`src/rtl/plat_draw_pkg.sv`:
```
// Shared constants and slot-table entry type for the platform sprite renderer.
package plat_draw_pkg;

    localparam int unsigned SCREEN_W  = 640;
    localparam int unsigned SCREEN_H  = 480;
    localparam int unsigned SPR_W     = 32;
    localparam int unsigned SPR_H     = 8;
    localparam logic [23:0] KEY_COLOR = 24'hFF00FF;

    typedef struct packed {
        logic       en;
        logic [9:0] x;
        logic [9:0] y;
    } plat_entry_t;

endpackage

```
`src/rtl/plat_hit_sel.sv`:
```
// Combinational priority hit-test of one pixel against the active platform table.
// The border output exists only when PLAT_DEBUG_OUTLINE_EN is defined.
module plat_hit_sel import plat_draw_pkg::*; #(
    parameter int unsigned  NUM_PLAT = 8,
    parameter int unsigned  SPR_W    = plat_draw_pkg::SPR_W,
    parameter int unsigned  SPR_H    = plat_draw_pkg::SPR_H,
    localparam int unsigned ROW_W    = $clog2(SPR_H),
    localparam int unsigned COL_W    = $clog2(SPR_W)
) (
    input  plat_entry_t [NUM_PLAT-1:0] plat_tbl,
    input  logic [9:0]                 draw_x,
    input  logic [9:0]                 draw_y,
    output logic                       any_hit,
    output logic [ROW_W-1:0]           row,
    output logic [COL_W-1:0]           col
`ifdef PLAT_DEBUG_OUTLINE_EN
    ,
    output logic                       border
`endif
);

    logic [10:0] px;
    logic [10:0] py;
    logic        on_screen;

    always_comb begin
        px        = {1'b0, draw_x};
        py        = {1'b0, draw_y};
        on_screen = (px < 11'(SCREEN_W)) && (py < 11'(SCREEN_H));
        any_hit   = 1'b0;
        row       = '0;
        col       = '0;
        // Walk from the top slot down so the lowest matching index is assigned last.
        for (int i = NUM_PLAT - 1; i >= 0; i--) begin
            if (on_screen && plat_tbl[i].en &&
                px >= {1'b0, plat_tbl[i].x} && px < {1'b0, plat_tbl[i].x} + 11'(SPR_W) &&
                py >= {1'b0, plat_tbl[i].y} && py < {1'b0, plat_tbl[i].y} + 11'(SPR_H)) begin
                any_hit = 1'b1;
                col     = COL_W'(px - {1'b0, plat_tbl[i].x});
                row     = ROW_W'(py - {1'b0, plat_tbl[i].y});
            end
        end
    end

`ifdef PLAT_DEBUG_OUTLINE_EN
    assign border = any_hit && (row == '0 || row == ROW_W'(SPR_H - 1) ||
                                col == '0 || col == COL_W'(SPR_W - 1));
`endif

endmodule

```
`src/rtl/platform_draw.sv`:
```
// Platform sprite renderer: double-buffered slot table, hit-test, ROM addressing and
// 3-cycle colour realignment. Define PLAT_DEBUG_OUTLINE_EN to draw red sprite outlines.
module platform_draw import plat_draw_pkg::*; #(
    parameter int unsigned  NUM_PLAT  = 8,
    parameter int unsigned  SPR_W     = plat_draw_pkg::SPR_W,
    parameter int unsigned  SPR_H     = plat_draw_pkg::SPR_H,
    parameter logic [23:0]  KEY_COLOR = plat_draw_pkg::KEY_COLOR,
    localparam int unsigned IDX_W     = $clog2(NUM_PLAT),
    localparam int unsigned ROW_W     = $clog2(SPR_H),
    localparam int unsigned COL_W     = $clog2(SPR_W)
) (
    input  logic             Clk,
    input  logic             Reset_n,
    input  logic             frame_start,
    input  logic             plat_we,
    input  logic [IDX_W-1:0] plat_idx,
    input  logic             plat_en,
    input  logic [9:0]       plat_x,
    input  logic [9:0]       plat_y,
    input  logic             pix_req,
    input  logic [9:0]       DrawX,
    input  logic [9:0]       DrawY,
    output logic [8:0]       rom_addr,
    input  logic [23:0]      rom_data,
    output logic             plat_hit,
    output logic [23:0]      plat_rgb
);

    plat_entry_t [NUM_PLAT-1:0] pend_q;
    plat_entry_t [NUM_PLAT-1:0] act_q;
    plat_entry_t                wr_entry;

    assign wr_entry = '{en: plat_en, x: plat_x, y: plat_y};

    always_ff @(posedge Clk or negedge Reset_n) begin
        if (!Reset_n) begin
            pend_q <= '0;
            act_q  <= '0;
        end else begin
            if (plat_we) begin
                pend_q[plat_idx] <= wr_entry;
            end
            if (frame_start) begin
                // A write landing on the swap cycle is forwarded so it shows this frame.
                for (int i = 0; i < NUM_PLAT; i++) begin
                    act_q[i] <= (plat_we && plat_idx == IDX_W'(i)) ? wr_entry : pend_q[i];
                end
            end
        end
    end

    logic             any_hit;
    logic [ROW_W-1:0] sel_row;
    logic [COL_W-1:0] sel_col;
    logic             hit0;
    logic [8:0]       addr0;

    plat_hit_sel #(
        .NUM_PLAT (NUM_PLAT),
        .SPR_W    (SPR_W),
        .SPR_H    (SPR_H)
    ) u_hit_sel (
        .plat_tbl (act_q),
        .draw_x   (DrawX),
        .draw_y   (DrawY),
        .any_hit  (any_hit),
        .row      (sel_row),
        .col      (sel_col)
`ifdef PLAT_DEBUG_OUTLINE_EN
        ,
        .border   (border0)
`endif
    );

    assign hit0  = pix_req && any_hit;
    assign addr0 = 9'(sel_row) * 9'(SPR_W) + 9'(sel_col);

    logic        hit1_q;
    logic        hit2_q;
    logic        hit_d;
    logic [23:0] rgb_d;

`ifdef PLAT_DEBUG_OUTLINE_EN
    logic border0;
    logic bord1_q;
    logic bord2_q;

    always_ff @(posedge Clk or negedge Reset_n) begin
        if (!Reset_n) begin
            bord1_q <= 1'b0;
            bord2_q <= 1'b0;
        end else begin
            bord1_q <= hit0 && border0;
            bord2_q <= bord1_q;
        end
    end
`endif

    always_comb begin
        hit_d = hit2_q && (rom_data != KEY_COLOR);
        rgb_d = hit_d ? rom_data : '0;
`ifdef PLAT_DEBUG_OUTLINE_EN
        if (hit2_q && bord2_q) begin
            hit_d = 1'b1;
            rgb_d = 24'hFF0000;
        end
`endif
    end

    always_ff @(posedge Clk or negedge Reset_n) begin
        if (!Reset_n) begin
            rom_addr <= '0;
            hit1_q   <= 1'b0;
            hit2_q   <= 1'b0;
            plat_hit <= 1'b0;
            plat_rgb <= '0;
        end else begin
            hit1_q <= hit0;
            if (hit0) begin
                rom_addr <= addr0;
            end
            hit2_q   <= hit1_q;
            plat_hit <= hit_d;
            plat_rgb <= rgb_d;
        end
    end

endmodule

```
`config.mk`:
```
export PLATFORM = sky130hd
export DESIGN_NAME = platform_draw
export DESIGN_NICKNAME = d
export VERILOG_FILES = /design/src/rtl/plat_draw_pkg.sv /design/src/rtl/plat_hit_sel.sv /design/src/rtl/platform_draw.sv
export SDC_FILE = /design/constraint.sdc
export NUM_CORES = 1
export LEC_CHECK = 0
export CAP_MARGIN = 0
export CORE_UTILIZATION = 46
export CTS_BUF_LIST = sky130_fd_sc_hd__clkbuf_2
export DETAILED_ROUTE_END_ITERATION = 16
export GPL_TIMING_DRIVEN = 0
export PLACE_DENSITY = 0.69
export RECOVER_POWER = 100
export SLEW_MARGIN = 40
export SYNTH_ARGS = -nofsm -noshare
export SYNTH_HDL_FRONTEND = slang
export SYNTH_SLANG_ARGS = --single-unit
export TNS_END_PERCENT = 10
```
`constraint.sdc`:
```
create_clock -name Clk -period 3.9 [get_ports Clk]
set_input_delay 0.78 -clock Clk [delete_from_list [all_inputs] [get_ports Clk]]
set_output_delay 0.78 -clock Clk [all_outputs]
set_load 0.02 [all_outputs]
```
After elaboration in Yosys (flattened, before gate mapping). Index checks and enable logic that the tools add are counted.

$lt $le $gt $ge: 36. Multiplexer cells: 36. Eq/ne operators: 8. Reductions and logical operators: 53. Add/sub/neg operators: 33.

Operators by type and width (number): $mux W21 (9); $lt A10 B11 Y1 (16); $bwmux W168 (1); $ge A10 B10 Y1 (16); $add A10 B4 Y11 const B (8); $add A10 B6 Y11 const B (8); $demux W21 S3 (1); $logic_and A1 B1 Y1 (52); $mux W5 (8); $sub A5 B5 Y5 (8); $mux W24 (1); $mux W3 (8); $ne A24 B24 Y1 const B (1); $sub A3 B3 Y3 (8); $eq A3 B3 Y1 const B (4); $lt A10 B10 Y1 const B (1); $lt A10 B9 Y1 const B (1); $add A8 B5 Y9 (1); $mux W1 (8); $eq A3 B2 Y1 const B (2); $lt A3 B4 Y1 const B (1); $eq A3 B1 Y1 const B (1); $ge A3 B1 Y1 const B (1); $logic_not A3 Y1 (1).

Output and inout bits: 34. Register bits: 372.

Depth between registers and ports, before layout.
Word-level depth: 16. Gate-level depth with buffers: 15. Gate-level depth less buffers: 15.

Cells and area by module. A second synthesis with hierarchy kept.

Cells, all modules: 1979. Area, all modules: 22750.6 um^2.

Modules (own cells, without submodules): platform_draw (area an instance 13770.7 um^2, instances 1, seq. area each 9283.9 um^2, cells an instance 816); plat_hit_sel (area an instance 8979.9 um^2, instances 1, seq. area each 0.0 um^2, cells an instance 1163).

Least setup slack after synthesis. No wires, ideal clock.

Path type: input-to-reg. Start: input port DrawX[0]. End: register rom_addr[1]. Stages: 13. Data arrival time: 3.595 ns. Slack: 0.185 ns. Buffers on the path: 1. Cells stage by stage: inv_1 > ha_1 > fa_1 > nand2b_1 > a21oi_1 > o221a_2 > o221ai_1 > or3_1 > clkbuf_1 > nand2_1 > a221oi_2 > or4_1 > a41o_1.

Longest elaborated chain between the ends: 16. Elaborated cells between the ends (all ways): 84.

RTL lines: start, declared (line platform_draw.sv:21) `input logic [9:0] DrawX,`; $lt A10 B10 Y1 (line plat_hit_sel.sv:29) `on_screen = (px < 11'(SCREEN_W)) && (py < 11'(SCREEN_H));`; $logic_and A1 B1 Y1 (line plat_hit_sel.sv:29); $logic_and A1 B1 Y1 (2 in a row) (line plat_hit_sel.sv:35) `if (on_screen && plat_tbl[i].en &&`; $logic_and A1 B1 Y1 (2 in a row) (line plat_hit_sel.sv:36) `px >= {1'b0, plat_tbl[i].x} && px < {1'b0, plat_tbl[i].x} + 11'(SPR_W) &&`; $logic_and A1 B1 Y1 (line plat_hit_sel.sv:37) `py >= {1'b0, plat_tbl[i].y} && py < {1'b0, plat_tbl[i].y} + 11'(SPR_H)) begin`; $mux W5 / $mux W1 (equally long branches) (8 in a row) (line plat_hit_sel.sv:35); $add A8 B5 Y9 / $logic_and A1 B1 Y1 (equally long branches) (line platform_draw.sv:76, platform_draw.sv:75); end signal, assigned (line platform_draw.sv:120) `rom_addr <= addr0;`; end, declared (line platform_draw.sv:23) `output logic [8:0] rom_addr,`.

Parallel ways exist; a longest one is shown, timed or not. A chain may end at the register's enable or synchronous reset.

Worst setup path in the final report.
Start: input port DrawX[2]. End: register rom_addr[1].

Same word-level chain as after synthesis.

==> impl_metrics.yaml <==
cts:
  clkTransAtPathRegs_ns: 0.11
  cts_buffer_depth: 3
  insertion_delay_ns: 1.11
  htree_num_levels: 3
  cts_sinks: 371
  cts_buffers: 101
  root_buffer: "clkbuf_2"
  tritoncts: "yes"
global_route:
  grt_max_degree: 74
  track_usage_pct: 27.9
  overflow: 0
  grt_pass1_wl_microns: 105000
  antenna_found_initial: 2
  grt_pass1_vias: 18400
status:
  violations: "capacitance limit, slew limit, setup timing"
  status: "finished with violations"
routing:
  finalWirelength_microns: 67300
  via_per_inst: 5.85
  routedWlPerCell_microns: 22.0
  vias: 17900
  drc: 0
  ant_nets: 0
  drt_first_pass_iters: 5
  drt_iter0_drc: 1169
sta:
  finalHoldViolCount: 0
  rsz0062_at_grt: "true"
  setup_viol_count_final: 1
  fin_crit_sh_pct: 102
  fin_ws_ns: -0.0719
  final.setup.tns_ns: -0.0719
  whs_ns: 0.294
  timing.final.max_slew_violations: 60
  skew_ns: 0.106
  worstMarginPinSlew_ns: 3.14
  fin_crit_ns: 3.97
  fmax_ghz: 0.252
  relSlewSlack_pct: -109
setup_path:
  critical_path_required_ns: 4.92
  slowest_stage: "clkdlybuf4s50_1"
  cp_cell_sequence: "clkdlybuf4s50_1, ha_1, a41oi_1, a211oi_1, nor4_1, nor4b_4, a21oi_1, nand2_1, or4_1, a41o_1"
  critPathMaxFanout: 8
  end_kind: "flip-flop"
  crit_type: "in2reg"
  cp-start-kind: "input port"
  arrival_ns: 4.99
  critPathMaxStageDelay_ns: 0.83
place:
  dp_hpwl_microns: 48900
  place.gp.congestion: 0.939
  port_buffers: 104
die:
  start_util_pct: 46.7
  dieWidth_microns: 222
  dieArea_sq_um: 49300
  core_area_sq_um: 47700
  die_h_microns: 222
  ios: 107
  num_rows: 80
synth:
  synth_edf_count: 0
  syn-cell-area_sq_um: 22300
  synth_cell_type_count: 77
  syn_area_per_cell_sq_um: 10.4
  ys_async_sr_fraction_pct: 100
  yosysWarnings: 0
  ys_seq_elements: 371
  ys.flop_type: "dfrtp_1"
  netlist_instances: 2143
  synth_fp_nets: 2504
  ys_seq_area_share_pct: 41.7
layout:
  layout_commonest_cell: "dfrtp_1"
  layout_common_cells: "dfrtp_1 (370), ha_1 (272), nand2_1 (201), o21ai_0 (201), inv_1 (186)"
  nFillCells: 4233
  syn2layout_area_growth_pct: 13.4
  layout-drive-gt1-share_pct: 12.4
  fin_nets: 2724
  fin_util_pct: 52.9
job:
  cap_viol_max_count: 1
pwr:
  p_leak_uw: 0.0118
  p_per_area_nw_per_um2: 482
  peakVddDrop_uv: 207
hold_path:
  hold_path_class: "in2reg"
==> worst max-delay path, delay by kind of cell <==
| kind | cells | cell delay, ns |
|---|---|---|
| AO/OA/AOI/OAI | 4 | 1.07 |
| adder cells (fa/ha/maj) | 1 | 0.57 |
| buffers and inverters | 1 | 0.83 |
| AND/OR/NAND/NOR | 4 | 1.72 |
==> Yosys cell counts, drive strengths merged (5+ instances only) <==
master	instances	area, sq um
dfrtp	371	9280
ha	272	3400
nand2	202	758
o21ai	201	1010
mux2	192	2160
inv	189	709
xnor2	78	683
nor2	63	236
nand3	62	315
a21oi	48	240
clkbuf	48	180
and2	27	169
a211oi	25	188
nor3	21	105
nand4	20	125
o211ai	20	160
a21o	19	143
o21a	19	143
nand2b	18	113
fa	16	320
nor2b	16	100
and3	14	87.6
buf	14	60.1
nor4	12	81.3
o2111ai	12	105
a31oi	11	68.8
xor2	9	78.8
a2111oi	7	61.3
o31ai	7	52.6
a211o	6	52.6
a221oi	6	76.3
a41oi	6	52.6
o21bai	6	45.0
o2bb2ai	6	52.6
a41o	5	50.1
nand4b	5	43.8
nor3b	5	37.5
o221ai	5	43.8
o22ai	5	37.5
o31a	5	43.8
or4	5	37.5
==> layer usage <==
metal / vias up / global-route usage [%] / part of all wire [%] / routed length, microns
li1: 8158 / - / - / -
met1: 8900 / 37.7 / 44 / 29900
met2: 685 / 44.0 / 45 / 30500
met3: 165 / 4.51 / 6.5 / 4360
met4: 0 / 12.5 / 3.9 / 2620
met5: - / 0 / 0 / 0
==> where the power goes <==
group          internal (uW)  leakage (uW)  switching [uW]
registers               4620       0.00458             421
clock network           1300      0.000745            1710
logic                   1750       0.00644            2380
total                   7670        0.0118            4510
==> per-stage QoR <==
| stage | power (uW) | setup slack [ns] | instances | area (sq um) |
|---|---|---|---|---|
| 6_report | 12200 | -0.0719 | 3059 | 25300 |
| 2_1_floorplan | 7790 | 0.185 | 2143 | 22300 |
| 3_3_place_gp | 9020 | -14.03 | 2862 | 24100 |
| 4_1_cts | 12300 | -0.00755 | 3051 | 25200 |
| 3_5_place_dp | 9230 | -1.73 | 2867 | 24200 |
| 5_1_grt | 13000 | -0.0587 | 3056 | 25300 |
==> kinds of logic (layout without fill, tap and decap cells) <==
| group | count (synthesis) | after routing | synth area share (%) |
|---|---|---|---|
| AOI/OAI and AO/OA | 461 | 461 | 13.5 |
| xor gates and xnor gates | 87 | 87 | 3.42 |
| muxes | 194 | 194 | 9.79 |
| buffers and inverters | 251 | 548 | 4.26 |
| DFF | 371 | 371 | 41.7 |
| other | 1 | 5 | 0.0168 |
| and+or+nand+nor | 490 | 490 | 10.7 |
| adders and majority gates | 288 | 288 | 16.7 |
==> final timing paths <==
check / depth (start not counted) / start / to / slack, ns
setup reg to reg: 13 / act_q[66] / rom_addr[2] / 0.06
setup / recovery: 10 / DrawX[2] / rom_addr[1] / -0.07
min in group asynchronous: 2 / Reset_n / act_q[110] / 1.52
max in group asynchronous: 4 / Reset_n / act_q[87] / 0.53
hold / removal: 2 / rom_data[14] / plat_rgb[14] / 0.29
hold reg to reg: 0 / hit1_q / hit2_q / 0.39
==> layout make-up <==
cell class,count,area [sq um],share of cell area (%)
diodes,4,10.0,0.0396
plain buffers,62,245,0.970
clock buffers,151,756,2.99
clock inverters,29,225,0.891
inverters,189,719,2.85
multi-input cells,1521,12100,47.9
flip-flops and latches,371,9290,36.7
well taps,615,769,3.04
repair buffers,117,1150,4.56
==> timing repair <==
action,CTS,global route
buffers inserted,3,4
gates cloned,0,0
endpoints found under the setup margin,9,6
gates resized for setup,7,12
pin swaps,0,2
hold buffers,1,0
hold endpoints to repair,59,0
==> sequential cells by signal, indices dropped and copies added (netlist names) <==
signal and flops:
plat_hit 1, rom_addr 8, plat_rgb 24, hit2_q 1, pend_q 168, act_q 168
hit1_q 1
(Power assumes the default switching activity.)
